## src/rtl/npu_pkg.sv

```systemverilog
// Shared NPU datapath types: operand width and the {a, b} pair carried
// from the operand feeder into the MAC and result collector.
package npu_pkg;

  localparam int DATA_W = 8;

  typedef struct packed {
    logic [DATA_W-1:0] a;
    logic [DATA_W-1:0] b;
  } pair_t;

  // Index counter width: at least one bit even for tiny vectors.
  function automatic int idx_width(input int n);
    return (n > 2) ? $clog2(n) : 1;
  endfunction

endpackage

```

## src/rtl/feeder_bank.sv

```systemverilog
// One operand bank: N {a, b} entries plus a full flag. The bank is written
// at the index supplied by the feeder; wr_last marks the write that fills it
// and rd_done marks the drain handshake of its final entry.
module feeder_bank
  import npu_pkg::*;
#(
  parameter  int N     = 2,
  localparam int IDX_W = idx_width(N)
) (
  input  logic             clk,
  input  logic             rst,
  input  logic             clear,
  input  logic             wr_en,
  input  logic [IDX_W-1:0] wr_idx,
  input  logic             wr_last,
  input  pair_t            wr_pair,
  input  logic             rd_done,
  input  logic [IDX_W-1:0] rd_idx,
  output logic             full,
  output pair_t            rd_pair
);

  pair_t mem [N];

  // Pair storage; contents survive flush because they are unreadable until refilled.
  always_ff @(posedge clk or posedge rst) begin
    if (rst) begin
      for (int i = 0; i < N; i++) begin
        mem[i] <= '0;
      end
    end else if (wr_en) begin
      mem[wr_idx] <= wr_pair;
    end
  end

  // Full flag: set by the filling write, cleared by the final drain or clear.
  always_ff @(posedge clk or posedge rst) begin
    if (rst) begin
      full <= 1'b0;
    end else if (clear) begin
      full <= 1'b0;
    end else if (wr_en && wr_last) begin
      full <= 1'b1;
    end else if (rd_done) begin
      full <= 1'b0;
    end
  end

  assign rd_pair = mem[rd_idx];

endmodule

```

## src/rtl/mac_operand_feeder.sv

```systemverilog
// Operand feeder for the MAC: gathers N {a, b} pairs per vector and streams
// them out one per cycle with first/last markers.
// Build option: define FEEDER_DOUBLE_BUFFER_EN for two ping-pong banks so a
// new vector loads while the previous one drains; otherwise one bank.
//
// Handshakes: a transfer happens on a rising clk edge where valid && ready.
// in_ready never depends on in_valid and out_valid never depends on
// out_ready; payload and flags hold steady while out_valid && !out_ready.
module mac_operand_feeder
  import npu_pkg::*;
#(
  parameter int N = 2
) (
  input  logic              clk,
  input  logic              rst,
  input  logic              flush,
  input  logic              in_valid,
  output logic              in_ready,
  input  logic [DATA_W-1:0] in_a,
  input  logic [DATA_W-1:0] in_b,
  output logic              out_valid,
  input  logic              out_ready,
  output logic [DATA_W-1:0] out_a,
  output logic [DATA_W-1:0] out_b,
  output logic              out_first,
  output logic              out_last
);

  localparam int               IDX_W    = idx_width(N);
  localparam logic [IDX_W-1:0] LAST_IDX = IDX_W'(N - 1);

  // Only one bank is written and one drained at a time, and each index
  // returns to 0 when its bank completes, so a single pair of indices
  // serves every bank. wr_idx doubles as the fill count of the write bank.
  logic [IDX_W-1:0] wr_idx;
  logic [IDX_W-1:0] rd_idx;
  logic             wr_last;
  logic             rd_last;
  logic             accept;
  logic             drain;
  logic             wr_full;
  logic             rd_full;
  pair_t            in_pair;
  pair_t            rd_pair;

  assign in_pair   = '{a: in_a, b: in_b};
  assign wr_last   = (wr_idx == LAST_IDX);
  assign rd_last   = (rd_idx == LAST_IDX);

  // Reset and flush both suppress the handshakes so nothing moves that cycle.
  assign in_ready  = !rst && !flush && !wr_full;
  assign out_valid = !rst && !flush && rd_full;
  assign accept    = in_valid && in_ready;
  assign drain     = out_valid && out_ready;

  // Outputs read zero whenever no pair is presented.
  assign out_a     = out_valid ? rd_pair.a : '0;
  assign out_b     = out_valid ? rd_pair.b : '0;
  assign out_first = out_valid && (rd_idx == '0);
  assign out_last  = out_valid && rd_last;

  // Write/read indices wrap through the explicit last-index compare.
  always_ff @(posedge clk or posedge rst) begin
    if (rst) begin
      wr_idx <= '0;
      rd_idx <= '0;
    end else if (flush) begin
      wr_idx <= '0;
      rd_idx <= '0;
    end else begin
      if (accept) begin
        wr_idx <= wr_last ? '0 : wr_idx + 1'b1;
      end
      if (drain) begin
        rd_idx <= rd_last ? '0 : rd_idx + 1'b1;
      end
    end
  end

`ifdef FEEDER_DOUBLE_BUFFER_EN

  logic       wr_ptr;
  logic       rd_ptr;
  logic [1:0] bank_full;
  pair_t      bank_pair [2];

  // Bank pointers flip when the write bank fills or the read bank empties.
  always_ff @(posedge clk or posedge rst) begin
    if (rst) begin
      wr_ptr <= 1'b0;
      rd_ptr <= 1'b0;
    end else if (flush) begin
      wr_ptr <= 1'b0;
      rd_ptr <= 1'b0;
    end else begin
      if (accept && wr_last) begin
        wr_ptr <= ~wr_ptr;
      end
      if (drain && rd_last) begin
        rd_ptr <= ~rd_ptr;
      end
    end
  end

  for (genvar g = 0; g < 2; g++) begin : g_bank
    localparam logic SEL = 1'(g);
    feeder_bank #(.N(N)) u_bank (
      .clk     (clk),
      .rst     (rst),
      .clear   (flush),
      .wr_en   (accept && (wr_ptr == SEL)),
      .wr_idx  (wr_idx),
      .wr_last (wr_last),
      .wr_pair (in_pair),
      .rd_done (drain && rd_last && (rd_ptr == SEL)),
      .rd_idx  (rd_idx),
      .full    (bank_full[g]),
      .rd_pair (bank_pair[g])
    );
  end

  assign wr_full = bank_full[wr_ptr];
  assign rd_full = bank_full[rd_ptr];
  assign rd_pair = bank_pair[rd_ptr];

`else

  logic bank_full;

  // Single bank: it is either filling or draining, never both.
  feeder_bank #(.N(N)) u_bank (
    .clk     (clk),
    .rst     (rst),
    .clear   (flush),
    .wr_en   (accept),
    .wr_idx  (wr_idx),
    .wr_last (wr_last),
    .wr_pair (in_pair),
    .rd_done (drain && rd_last),
    .rd_idx  (rd_idx),
    .full    (bank_full),
    .rd_pair (rd_pair)
  );

  assign wr_full = bank_full;
  assign rd_full = bank_full;

`endif

endmodule
```

## config.mk

```make
export PLATFORM = sky130hd
export DESIGN_NAME = mac_operand_feeder
export DESIGN_NICKNAME = d
export VERILOG_FILES = /design/src/rtl/npu_pkg.sv /design/src/rtl/feeder_bank.sv /design/src/rtl/mac_operand_feeder.sv
export SDC_FILE = /design/constraint.sdc
export NUM_CORES = 1
export LEC_CHECK = 0
export ABC_AREA = 1
export BUFFER_PORTS_ARGS = -buffer_cell sky130_fd_sc_hd__buf_2
export CORE_MARGIN = 5
export CORE_UTILIZATION = 51
export CTS_BUF_LIST = sky130_fd_sc_hd__clkbuf_8
export DETAILED_ROUTE_END_ITERATION = 8
export GPL_TIMING_DRIVEN = 1
export PLACE_DENSITY = 0.84
export SETUP_SLACK_MARGIN = 0.05
export SLEW_MARGIN = 20
export SYNTH_ARGS = -nofsm -noshare
export SYNTH_HDL_FRONTEND = slang
export SYNTH_HIERARCHICAL = 1
export SYNTH_SLANG_ARGS = --single-unit
```

## constraint.sdc

```tcl
create_clock -name clk -period 1.5 [get_ports clk]
set_clock_uncertainty 0.15 [all_clocks]
set_input_delay 0.075 -clock clk [delete_from_list [all_inputs] [get_ports clk]]
set_output_delay 0.075 -clock clk [all_outputs]
set_load 0.02 [all_outputs]
```

=== Yosys cells after proc, flatten, opt, wreduce, memory -nomap -nowiden ===
Index checks and enable logic that the tools add are counted.

* Register bits: 35
* Bits in latches: 0
* Memory bits (writable): 0
* ROM bits: 0
* Input bits: 21
* Output and inout bits: 20
* Logic and storage cells: 48
* Memories kept: 0

* Add/sub/neg operators: 2
* Multiply operators: 0
* Div/mod/pow operators: 0
* $lt $le $gt $ge: 3
* Eq/ne operators: 0
* Shift-type cells: 0
* Mux-type cells: 17
* Bitwise logic cells: 3
* Reduce and logical (&&, ||, !) cells: 16

{| class="wikitable"
|+ Operators by type and width
! cell !! count
|-
| $mux W16 || 4
|-
| $bwmux W32 || 1
|-
| $demux W16 S1 || 1
|-
| $mux W8 || 2
|-
| $logic_and A1 B1 Y1 || 10
|-
| $mux W1 || 9
|-
| $ge A2 B2 Y1 const B || 2
|-
| $not A1 Y2 || 2
|-
| $reduce_bool A2 Y1 || 2
|-
| $logic_not A1 Y1 || 3
|-
| $reduce_bool A3 Y1 || 1
|-
| $add A1 B1 Y1 const B || 2
|-
| $lt A2 B1 Y1 const B || 1
|-
| $not A1 Y1 || 1
|}

=== Logic depth before layout (Yosys ltp) ===
Gate-level depths: netlist (run 1).

* Word-level depth: 8
* Mapped depth: 8
* Gate-level depth less buffers: 7

=== By module ===
The synthesis (run 1) kept the hierarchy.

{| class="wikitable"
|+ Modules (own cells, without submodules)
! module !! times used !! cells an instance !! area each (um^2) !! seq. area each (um^2)
|-
| feeder_bank || 1 || 197 || 1,561.5 || 825.8
|-
| mac_operand_feeder || 1 || 59 || 324.1 || 50.0
|}

=== Worst setup path after synthesis (run 1) ===
Ideal clock, no wire load.

* Path type: flip-flop to flip-flop
* From: register u_bank.full
* To: register u_bank/mem[16] in the netlist's numbering
* Setup time: 116 ps
* Arrival: 1,118 ps
* Required time: 1,234 ps
* Setup slack: 115 ps
* Cell stages (with the launch flop): 9
* Path buffers: 2
* Clock period less this slack: 1,385 ps
* Path through: dfrtp_1 -> inv_1 -> nand3_1 -> inv_1 -> buf_4 -> nand2_4 -> buf_6 -> nand2_1 -> nand2_1

* Longest elaborated chain between the ends: 3

{| class="wikitable"
|+ RTL lines
! what !! RTL line !! text
|-
| start: declaration || feeder_bank.sv:19 || <nowiki>output logic full,</nowiki>
|-
| start signal: assignment || feeder_bank.sv:39 || <nowiki>full <= 1'b0;</nowiki>
|-
| start signal: assignment || feeder_bank.sv:41 || <nowiki>full <= 1'b0;</nowiki>
|-
| start signal: assignment || feeder_bank.sv:43 || <nowiki>full <= 1'b1;</nowiki>
|-
| $logic_not A1 Y1 || mac_operand_feeder.sv:51 || <nowiki>assign in_ready = !rst && !flush && !wr_full;</nowiki>
|-
| $logic_and A1 B1 Y1 || mac_operand_feeder.sv:51 ||
|-
| $logic_and A1 B1 Y1 || mac_operand_feeder.sv:53 || <nowiki>assign accept = in_valid && in_ready;</nowiki>
|-
| via accept || mac_operand_feeder.sv:39 || <nowiki>logic accept;</nowiki>
|-
| end signal: indexed assignment || feeder_bank.sv:32 || <nowiki>mem[wr_idx] <= wr_pair;</nowiki>
|-
| end: declaration || feeder_bank.sv:23 || <nowiki>pair_t mem [N];</nowiki>
|}

The timed path passes the listed nets, and every way through them passes these cells.
A chain may end at the register's enable or synchronous reset.

==> flow_summary.ini, run 1 <==
[run_status]
status = finished with violations
violations = hold timing, setup timing

[worst_setup_path]
path_cells = clkbuf_16, o21ai_1, inv_1, nor2_2, buf_6
crit_family = flip-flops
slowest_delay_ps = 460
critPathLaunchType = flip-flop
reg2reg_slack_ps = 50
cp.arrival_ps = 1390
r2r_end = u_bank/mem[21]
end_kind = output port
setup.worst_path.class = flip-flop to output port
cpMaxStageDelayCell = dfrtp_2
critical_path_buf_inv_count = 3
r2r_start = u_bank/full
cp_max_fo = 10
reg2reg_depth = 7
worst_ep_required_time_ps = 1270

[synth]
syn-cell-area_mm2 = 0.00189
postSynthAreaPerCell_um2 = 7.37
netlist_top_cells_area = dfrtp_1 46%, nand2_1 21%, inv_1 8.2%, nand3_1 5.3%, o21ai_1 4.2%
ys_ff_latch = 35
synth_top_area_share = 0.464
yosysSeqAreaShare = 0.464
synth_nets = 277
ys_types = 17
synthCells = 256
yosysTopAreaCell = dfrtp_1
ys_warn_count = 6

[global_routing]
grt-ovfl-total = 0
first_global_vias = 1699
grt_pass1_wl_um = 7240
antenna_found_initial = 0
grt_max_degree = 34
track_usage = 0.183

[cells_and_area]
antenna_cells = 0
synthToLayoutAreaGrowth_pct = 35.0
final_area_mm2 = 0.00255
drive_gt1_frac = 0.262
ff_latch_area_um2 = 877
fin_nets = 341
final_common_cell = nand2_1
multi_input_area_um2 = 810
n_fill_cell = 287
finalNonFillerCells = 369
final_cell_mix = 104 x nand2_1, 42 x inv_1, 34 x dfrtp_1, 23 x buf_2, 20 x nand3_1

[floorplanning]
rows = 22
initial_core_util = 0.519
io_pins = 41
die_y_um = 70.8
die_x_um = 70.8
fp.dieArea_mm2 = 0.00501
core_region_area_mm2 = 0.00363

[cts]
post-cts-setup-buffers = 0
worstSkewPairLatency_ps = 280
cts_sinks = 35
clkTransAtPathRegs_ps = 70
cts_made_buffers = 5
clockBufferDepth = 2
cts_root_buf = clkbuf_8
htree_levels = 2
cts_tree = built

[pwr]
ir_worst_vdd_mv = 0.789
powerDensity_mw_per_mm2 = 1050
power_leakage_nw = 1.38

[drt]
vias = 1774
drt-wirelength-per-cell_um = 12.8
drt_wl_total_um = 4720
drc = 0
viasPerCell = 4.81
dr.pass1.iters = 4
drtIter0Drc = 121
final_antenna_net_count = 0

[timing]
worst_slack_ps = -112
fin_hold_ws_ps = -23.9
max-slew-margin-rel = 0.662
timing.final.crit_share = 1.07
setup_viol = 16
min_period_ps = 1610
fmax_ghz = 0.620
tightest_slew_ps = 507
hold_viol = 2
drv_slew = 0
rsz0062_at_grt = yes

[placed_design]
dp_worst_setup_slack_ps = 83.3
gp_congestion = 0.860
numPortBuffers = 40
hpwlAfterDp_um = 2770
placed_area_mm2 = 0.00211
dpl.cell_count = 341

[hold_path]
whs_path_depth = 4
min_path_type = input pin to flip-flop
hold_start = flush
min_to = wr_idx

[job]
cap_viol_max_count = 0
==> where the power goes <==
group / internal [mW] / switching [mW] / total, mW
registers: 1.18 / 0.155 / 1.34
logic: 0.302 / 0.398 / 0.700
clock network: 0.312 / 0.324 / 0.636
==> repair_timing <==
item | 4_1_cts | 5_1_grt
endpoints found under the hold margin | 70 | 1
cloned | 1 | 1
hold buffers | 17 | 1
gates resized for setup | 26 | 18
pin swaps | 3 | 6
endpoints found under the setup margin | 20 | 35
==> worst max-delay path by stage <==
| stage | from | end | depth (start not counted) | slack (ps) |
|---|---|---|---|---|
| final | rd_idx | out_b[4] | 5 | -110 |
| after global routing | rd_idx | out_b[4] | 5 | -180 |
| after CTS | rd_idx | out_a[5] | 5 | -60 |
| after detailed placement | u_bank/full | u_bank/mem[30] | 7 | 80 |
| after global placement | u_bank/full | u_bank/mem[20] | 7 | 140 |
| after floorplan | u_bank/full | u_bank/mem[16] | 8 | 120 |
==> kinds of logic after synthesis <==
kind of cell	synth area share
AND/OR/NAND/NOR	0.354
buffers and inverters	0.137
flip-flops	0.464
AO/OA/AOI/OAI	0.0451
==> synth_stat cells (all sizes together) <==
cell type / count
inv: 42
dfrtp: 35
a21oi: 1
nor3: 1
o21ai: 16
nor2: 23
buf: 11
nand3: 20
nand2: 107
==> through the flow <==
stage,total power [mW],TNS [ps],utilization,hold slack (ps)
finish,2.67,-1210,0.701,-23.9
global route,2.85,-2710,0.701,15.5
CTS,2.61,-606,0.674,-108
detailed placement,1.92,0,0.580,-177
global placement,1.89,0,0.580,-177
floorplan,1.77,0,-,-334
==> state kept, by name, summed over array words and instances (netlist names) <==
register and count:
wr_idx 1, u_bank/mem 32, rd_idx 1, u_bank/full 1
==> per-layer routing <==
layer  global-route usage  wire length [um]
met5                    0                 0
met4                0.100               115
met3               0.0469               276
met2                0.307              2450
met1                0.215              1870
==> cell type report <==
class	instances	share of cell area
Tap cell	48	0.0236
Clock inverter	3	0.00491
Timing Repair Buffer	67	0.219
Inverter	42	0.0629
Clock buffer	5	0.0270
Sequential cell	35	0.344
Multi-Input combinational cell	169	0.318
==> worst reg2reg max path, cell delays in order (launching register included) <==
cell	delay (ps)
dfrtp_1	380
inv_1	60
nand3_1	120
inv_2	140
inv_1	150
nor2_4	240
nand2_1	90
nand2_1	70
(Power assumes the default switching activity.)
==> inputs of run 2 (changes only) <==
- SKIP_LAST_GASP: not set -> 1
==> run 2 against run 1 <==
The run still ends with hold timing, setup timing left. Combinational power down 4.3%. Maximum frequency up 0.67%. Routed wire length is 2.1% lower. Highest routed layer unchanged. Largest power group unchanged. Global-route usage shrank 0.42 points. Non-clock buffer count unchanged. Via count about the same. Design area shrank 1.5%. Power fell by 1.4%.
==> flow_summary.ini, run 2 (same netlist as run 1, synthesis figures left out) <==
[run_status]
status = finished with violations
violations = hold timing, setup timing

[global_routing]
grt_pass1_wl_um = 7110
grt_max_degree = 34
track_usage = 0.179
met2_usage = 0.304
antenna_found_initial = 0
use_met3 = 0.0455
grt-ovfl-total = 0
busiest_layer = met2
grtUsageMet1 = 0.209
first_global_vias = 1679

[cts]
cts_made_buffers = 5
htree_levels = 2
clockBufferDepth = 2
cts_sinks = 35
worstSkewPairLatency_ps = 280
cts_tree = built
clkTransAtPathRegs_ps = 70
cts_root_buf = clkbuf_8

[worst_setup_path]
cp.arrival_ps = 1380
slowest_delay_ps = 450
worst_ep_required_time_ps = 1270
cpMaxStageDelayCell = dfrtp_2
cp_max_fo = 21
end_kind = output port
path_cells = buf_12, o21ai_2, inv_1, nor2_1, buf_4
reg2reg_depth = 7
critPathLaunchType = flip-flop
setup.worst_path.class = flip-flop to output port

[timing]
drv_slew = 0
min_period_ps = 1600
tightest_slew_ps = 498
fmax_ghz = 0.624
hold_viol = 2
rsz0062_at_grt = yes
setup_tns_ps = -780
worst_slack_ps = -102
setup_viol = 15
timing.final.crit_share = 1.07
fin_hold_ws_ps = -34.2
max-slew-margin-rel = 0.668

[pwr]
sw_frac_of_total = 0.325
power_leakage_nw = 1.38
p_clk_frac = 0.240
p_int_mw = 1.78
pwr-share-seq = 0.506
ir_worst_vdd_mv = 0.783
pwr-share-comb = 0.254
switching_power_mw = 0.857
powerDensity_mw_per_mm2 = 1050

[placed_design]
numPortBuffers = 40
gp_congestion = 0.860
hpwlAfterDp_um = 2770

[floorplanning]
core_region_area_mm2 = 0.00363
initial_core_util = 0.519
die_y_um = 70.8
die_x_um = 70.8
io_pins = 41
rows = 22
fp.dieArea_mm2 = 0.00501

[cells_and_area]
antenna_cells = 0
n_fill_cell = 302
synthToLayoutAreaGrowth_pct = 33.0
final_common_cell = nand2_1
final_cell_mix = 104 x nand2_1, 42 x inv_1, 34 x dfrtp_1, 23 x buf_2
drive_gt1_frac = 0.252
regMostFlops = u_bank/mem
largest_reg_flops = 32
fin_nets = 342

[drt]
viasPerCell = 4.80
drtIter0Drc = 132
drt-wirelength-per-cell_um = 12.5
dr.pass1.iters = 4
drt_wl_total_um = 4620
vias = 1775
drc = 0
final_antenna_net_count = 0

[job]
cap_viol_max_count = 0

[hold_path]
min_path_type = input pin to flip-flop
whs_path_depth = 4
run 2: cell count changes in the layout (fill, tap and decap cells not counted):
cell	change
buf_6	-3
nor2_1	+1
buf_4	+5
nor2_2	-1
buf_8	-1
clkbuf_16	-1
nand2_4	+1
o21ai_1	+3
o21ai_2	-3
run 2: worst max-delay path: cells and delay by family, from the launching register on:
| family | cells | cell delay, ps |
|---|---|---|
| and+or+nand+nor | 1 | 130 |
| AOI/OAI and AO/OA | 1 | 130 |
| DFF | 1 | 450 |
| buffers and inverters | 3 | 380 |
run 2: per-layer routing:
| layer | up-vias | part of all wire | wire (um) |
|---|---|---|---|
| met1 | 806 | 0.41 | 1910 |
| met2 | 56 | 0.49 | 2270 |
| met4 | 0 | 0.039 | 178 |
| met5 | - | 0 | 0 |
| li1 | 898 | - | - |
| met3 | 15 | 0.056 | 258 |
run 2: worst paths after layout:
check / start / end / slack [ps]
min in group asynchronous: rst / rd_idx / 100
max reg2reg: u_bank/full / u_bank/mem[24] / 80
min reg2reg: u_bank/mem[6] / u_bank/mem[6] / 320
max in group asynchronous: rst / u_bank/mem[0] / 560
max: rd_idx / out_b[5] / -100
min: flush / wr_idx / -30
run 2: power groups by stage:
stage	combinational, mW	clock [mW]	sequential [mW]
finish	0.670	0.633	1.33
detailed placement	0.583	0	1.33
global placement	0.566	0	1.33
global route	0.774	0.682	1.35
CTS	0.634	0.653	1.32
floorplan	0.471	0	1.30
run 2: what timing repair did:
action	CTS	global route
hold endpoints to repair	70	2
pin swaps	1	7
endpoints found under the setup margin	20	36
hold buffers	17	1
resized for setup	13	24
cloned	1	2
buffers inserted	0	0
run 2: final cells by class:
| class | count | area (um2) | share of cell area |
|---|---|---|---|
| sequential | 35 | 877 | 0.350 |
| multi-input combinational | 170 | 807 | 0.322 |
| inverter | 42 | 160 | 0.0639 |
| clock buffer | 5 | 68.8 | 0.0274 |
| tap | 48 | 60.1 | 0.0240 |
| timing repair buffer | 67 | 522 | 0.208 |
| clock inverter | 3 | 12.5 | 0.00499 |
run 2: stage by stage:
| stage | instances | utilization | setup slack, ps | instance area (um2) | power (mW) |
|---|---|---|---|---|---|
| CTS | 367 | 0.665 | -71.0 | 2410 | 2.61 |
| global placement | 341 | 0.580 | 145 | 2110 | 1.89 |
| detailed placement | 341 | 0.580 | 83.3 | 2110 | 1.92 |
| finish | 370 | 0.690 | -102 | 2510 | 2.64 |
| floorplan | 256 | - | 115 | 1890 | 1.77 |
| global route | 370 | 0.690 | -170 | 2510 | 2.81 |
